===== src/rtl/cache_pkg.sv =====
// cache_pkg: shared widths, arbiter state encoding and requester IDs for the L1/L2 slice.
package cache_pkg;
  localparam int ADDR_W = 28;
  localparam int DATA_W = 128;
  typedef enum logic [1:0] {IDLE = 2'd0, BUSY_I = 2'd1, BUSY_D = 2'd2} state_t;
  localparam logic REQ_I = 1'b0;
  localparam logic REQ_D = 1'b1;
endpackage


===== src/rtl/sat_counter16.sv =====
// sat_counter16: 16-bit event counter that sticks at all-ones.
module sat_counter16 (
  input  logic        clk,
  input  logic        rst,
  input  logic        i_en,
  output logic [15:0] o_cnt
);
  logic [15:0] r_cnt;
  always_ff @(posedge clk or negedge rst)
    if (!rst) r_cnt <= '0;
    else r_cnt <= (i_en && r_cnt != 16'hFFFF) ? r_cnt + 16'd1 : r_cnt;
  assign o_cnt = r_cnt;
endmodule


===== src/rtl/l2_mem_arbiter.sv =====
// l2_mem_arbiter: shares the L2/memory block port between I-cache and D-cache miss paths.
module l2_mem_arbiter
  import cache_pkg::*;
#(
  parameter int ADDR_W = cache_pkg::ADDR_W,
  parameter int DATA_W = cache_pkg::DATA_W
) (
  input  logic              clk,
  input  logic              rst,
  input  logic              i_read,
  input  logic [ADDR_W-1:0] i_addr,
  output logic              i_ready,
  output logic [DATA_W-1:0] i_rdata,
  input  logic              d_read,
  input  logic              d_write,
  input  logic [ADDR_W-1:0] d_addr,
  input  logic [DATA_W-1:0] d_wdata,
  output logic              d_ready,
  output logic [DATA_W-1:0] d_rdata,
  output logic              mem_read,
  output logic              mem_write,
  output logic [ADDR_W-1:0] mem_addr,
  output logic [DATA_W-1:0] mem_wdata,
  input  logic              mem_ready,
  input  logic [DATA_W-1:0] mem_rdata,
  output logic [15:0]       gnt_cnt_i,
  output logic [15:0]       gnt_cnt_d
);
  state_t r_state, w_next;
  logic r_last, r_proto_err, r_mem_read, r_mem_write;
  logic [ADDR_W-1:0] r_mem_addr;
  logic [DATA_W-1:0] r_mem_wdata;
  logic w_idle, w_gnt_i, w_gnt_d, w_done;
  assign w_idle  = r_state == IDLE;
  // On a conflict the side that did not win last time takes the port.
  assign w_gnt_d = w_idle & (d_read | d_write) & (~i_read | (r_last == REQ_I));
  assign w_gnt_i = w_idle & i_read & ~w_gnt_d;
  assign w_done  = ~w_idle & mem_ready;
  always_comb begin
    w_next  = w_gnt_i ? BUSY_I : w_gnt_d ? BUSY_D : w_done ? IDLE : r_state;
    i_ready = w_done & (r_state == BUSY_I);
    d_ready = w_done & (r_state == BUSY_D);
  end
  always_ff @(posedge clk or negedge rst)
    if (!rst) r_state <= IDLE;
    else r_state <= w_next;
  always_ff @(posedge clk or negedge rst)
    if (!rst) begin
      r_mem_read  <= 1'b0;
      r_mem_write <= 1'b0;
      r_mem_addr  <= '0;
      r_mem_wdata <= '0;
      r_last      <= REQ_I;
      r_proto_err <= 1'b0;
    end else if (w_gnt_i) begin
      r_mem_read  <= 1'b1;
      r_mem_write <= 1'b0;
      r_mem_addr  <= i_addr;
      r_last      <= REQ_I;
    end else if (w_gnt_d) begin
      // Read+write together is illegal: the write-back wins and the error is latched.
      r_mem_read  <= d_read & ~d_write;
      r_mem_write <= d_write;
      r_mem_addr  <= d_addr;
      r_mem_wdata <= d_wdata;
      r_last      <= REQ_D;
      r_proto_err <= r_proto_err | (d_read & d_write);
    end else if (w_done) begin
      r_mem_read  <= 1'b0;
      r_mem_write <= 1'b0;
    end
  assign mem_read  = r_mem_read;
  assign mem_write = r_mem_write;
  assign mem_addr  = r_mem_addr;
  assign mem_wdata = r_mem_wdata;
  assign i_rdata   = mem_rdata;
  assign d_rdata   = mem_rdata;
  sat_counter16 u_cnt_i (.clk(clk), .rst(rst), .i_en(w_gnt_i), .o_cnt(gnt_cnt_i));
  sat_counter16 u_cnt_d (.clk(clk), .rst(rst), .i_en(w_gnt_d), .o_cnt(gnt_cnt_d));
endmodule


===== config.mk =====
export PLATFORM = sky130hd
export DESIGN_NAME = l2_mem_arbiter
export DESIGN_NICKNAME = d
export VERILOG_FILES = /design/src/rtl/cache_pkg.sv /design/src/rtl/sat_counter16.sv /design/src/rtl/l2_mem_arbiter.sv
export SDC_FILE = /design/constraint.sdc
export NUM_CORES = 1
export LEC_CHECK = 0
export BUFFER_PORTS_ARGS = -buffer_cell sky130_fd_sc_hd__buf_2
export CAP_MARGIN = 20
export CORE_AREA = 3 3 296 298
export CTS_CLUSTER_DIAMETER = 50
export DETAILED_ROUTE_END_ITERATION = 10
export DIE_AREA = 0 0 299 301
export PLACE_DENSITY = 0.36
export SYNTH_ARGS = -nofsm -noshare
export SYNTH_HDL_FRONTEND = slang
export SYNTH_HIERARCHICAL = 1
export SYNTH_SLANG_ARGS = --single-unit

===== constraint.sdc =====
create_clock -name clk -period 2.4 [get_ports clk]
set_clock_uncertainty 0.05 [all_clocks]
set_input_delay 0.72 -clock clk [delete_from_list [all_inputs] [get_ports clk]]
set_output_delay 0.72 -clock clk [all_outputs]
set_load 0.01 [all_outputs]

==> results.md <==
* Status: completed
* RSZ-0062 raised after global routing: no
* Post-Synthesis Mean Instance Area at between 10 and 15 sq um
* Setup TNS at 0 ns
* DP Wirelength at 25.4 mm
* DP Area at 11700 sq um
* Die width at about 300 microns
* Antenna-violating nets left at 0
* Clk sink count at 193
* Layout cells sized above 1 at 61.6%
* Top FF cell, synth: dfrtp_1
* Die area at ~90000 sq um
* Synth area leader: dfrtp_1
* VDD IR max at 544 uV
* Post-synth top area share at about 48%
* Post-Synthesis Cell Area at 10000 sq um
* Tot GR Track Use at around 7%
* Filler Cell Count at 9638
* Initial antenna violation count at 6
* Synth Warn # at 6
* Vias at 6319
* Cts repair resizes at 0
* Crit share post-route at slightly above 90%
* Ys async rst share at 100%
* Achievable clock frequency at about 460 MHz
* Area Growth Syn to Fin at 22.2%
* Post-place setup slack at -0.00796 ns
* Total wire length at about 32 mm
* Yosys reg bits at 193
* Root buffer cell: clkbuf_16
* Max-Cap Viols at 0
* Crit end category: primary output
* Synth unique cells at 43
* Hold Path Class: in2async
* Crit path launch type: register
* Largest net degree at the start of global routing at 54
* Chip height at between 300 and 400 microns
* Core footprint at between 80000 and 90000 sq um
* Worst Path Required at roughly 1.6 ns
* Setup Crit Path Kind: reg2out
* Crit-path cells: nor3b_1 -> buf_2
* Average wire per standard cell at ~15 microns
* Final hold vios at 0
* Power Dens Cells at around 1200 nW/um^2
* Clock-pin slew on the worst setup and hold paths at 0.08 ns
* CTS Hold Bufs at 0
* Iter 0 DRT Violations at 214
* Clk_lat worst skew at about 0.49 ns
* # nets final at about 1300
* CTS tree: yes
* Relative slew slack at ~62%
* Setup ws final at 0.212 ns
* Placed cell count at 2068
* Critical path arrival at approximately 1.4 ns
* Vias/cell at roughly 3.0
* Clock buffer count from CTS at 17
* Max Slew Vio Count at 0
* Synth area leaders: dfrtp_1, buf_4, mux2_2
* H-tree Lvls at 4
* CTS max path bufs at 2
* Vias in the first global route at about 7000
* Final global-route overflow total at 0
* GP Congestion at approximately 0.74
* First-pass DRT Iterations at 7
* Fin area at 12300 sq um
* FP Rows at between 100 and 150
* Port Buffer Count at 381
* Syn Nets at roughly 1100
* P_leak at 5.45 nW
* Crit path max fanout at 6
* Remaining DRCs at 0
* Non-Filler Instances at about 2100
* Sequential-to-total area share from yosys stat at about half
* Fin util at 14.4%
* Ports at about 770
* Critical path's largest stage delay at 0.50 ns
* Endpoints failing setup at 0
* Initial core utilization at between 10% and 20%
* Post-synth EDFFs at 0
* First-pass GRT wire length at approximately 46 mm
* Slew @ Worst Pin at between 0.5 and 0.6 ns
* Post-CTS setup buffer count at 0
* Slowest-stage cell, CP: dfrtp_1
* Minimum clock period at approximately 2.2 ns
* Mapped Cells at between 700 and 800
## metal layers
layer	vias to the layer above	share of wire (%)	global-route usage (%)
met5	-	0.16	0
met4	8	5.3	4.72
met3	115	13	4.73
met2	420	46	10.9
met1	2992	36	7.03
li1	2784	-	-
## power by group
group	switching [mW]	internal (mW)	total, mW
Clock	1.51	1.46	2.97
Sequential	0.885	4.76	5.64
Combinational	2.96	3.21	6.16
## through the flow
step,hold WS (ns),total power [mW]
after floorplan,0.374,9.55
after global placement,0.412,12.0
after detailed placement,0.420,12.1
after CTS,0.0578,15.2
after global routing,0.0840,15.9
final,0.0882,14.8
## final cells by class
class | instances | area, sq um | area share, %
sequential | 193 | 4830 | 39.4
multi-input combinational | 314 | 3140 | 25.6
timing repair buffer | 414 | 2280 | 18.6
tap | 1144 | 1430 | 11.7
clock buffer | 17 | 425 | 3.47
clock inverter | 15 | 151 | 1.23
inverter | 3 | 16.3 | 0.133
antenna | 2 | 5.00 | 0.0408
## worst paths after layout
kind | start | end | slack (ns) | depth (start not counted)
worst min-delay path | rst | mem_wdata[41]$_DFFE_PN0P_ | 0.09 | 1
worst max-delay path | r_state[0]$_DFFE_PN0P_ | i_ready | 0.21 | 2
max in group asynchronous | rst | mem_wdata[106]$_DFFE_PN0P_ | 1.57 | 2
worst max register to register | r_state[1]$_DFFE_PN0P_ | u_cnt_i/o_cnt[7]$_DFFE_PN0P_ | 0.34 | 8
worst min register to register | mem_wdata[116]$_DFFE_PN0P_ | mem_wdata[116]$_DFFE_PN0P_ | 0.43 | 1
min in group clk | d_wdata[95] | mem_wdata[95]$_DFFE_PN0P_ | 0.37 | 2
## logic make-up (layout without fill, tap and decap cells)
kind of cell               after synthesis  after routing  synth area share, %
AOI/OAI and AO/OA                       38             38                 2.96
buffers and inverters                  279            449                 20.9
and+or+nand+nor                         73             73                 5.67
other                                    0              2                    0
DFF                                    193            193                 48.1
adders and majority gates                2              2                0.249
xor gates and xnor gates                14             14                 1.22
muxes                                  187            187                 21.0
## cell usage after synthesis (2+ instances only)
cell type	count
a31oi_1	6
xnor2_1	10
mux2_2	118
a21o_1	2
buf_2	9
a32oi_1	2
a32o_1	2
inv_1	2
and4_2	2
and4_4	2
o211ai_1	2
and3_1	4
nor3_2	2
buf_4	256
nand4_4	2
nand4_2	2
dfrtp_1	193
xor2_1	4
nand3_1	10
nor2_1	8
o21ai_0	2
buf_6	10
nor2_2	2
nand4_1	16
nor4_4	4
and4b_1	2
o31ai_4	2
nand3_4	2
nand2_1	10
and4_1	2
o21a_1	10
ha_1	2
mux2_1	68
a21oi_1	7
## sequential cells by signal (all words and copies together), names as in the netlist
signal and flops:
mem_wdata 128, mem_addr 28, u_cnt_d/o_cnt 16, u_cnt_i/o_cnt 16
r_state 2, mem_read 1, mem_write 1, r_last 1
## cell usage in the layout, fill, tap and decap left out, types with 3 or more instances in the layout
master	instances
nor4_4	4
nand2_1	10
nor2_2	3
dfrtp_1	193
o21a_1	10
mux2_2	118
and3_1	4
buf_2	380
nand4_1	16
xor2_1	4
nand3_1	10
nor2_1	7
xnor2_1	10
mux2_1	68
a21oi_1	7
clkbuf_16	17
a31oi_1	6
buf_12	9
clkinv_2	3
buf_4	24
inv_6	5
## worst max-delay path, delay by kind of cell, from the launching register on
kind | cells | cell delay, ns
DFF | 1 | 0.50
buffers and inverters | 1 | 0.17
and+or+nand+nor | 1 | 0.25
(Power assumes the default switching activity.)
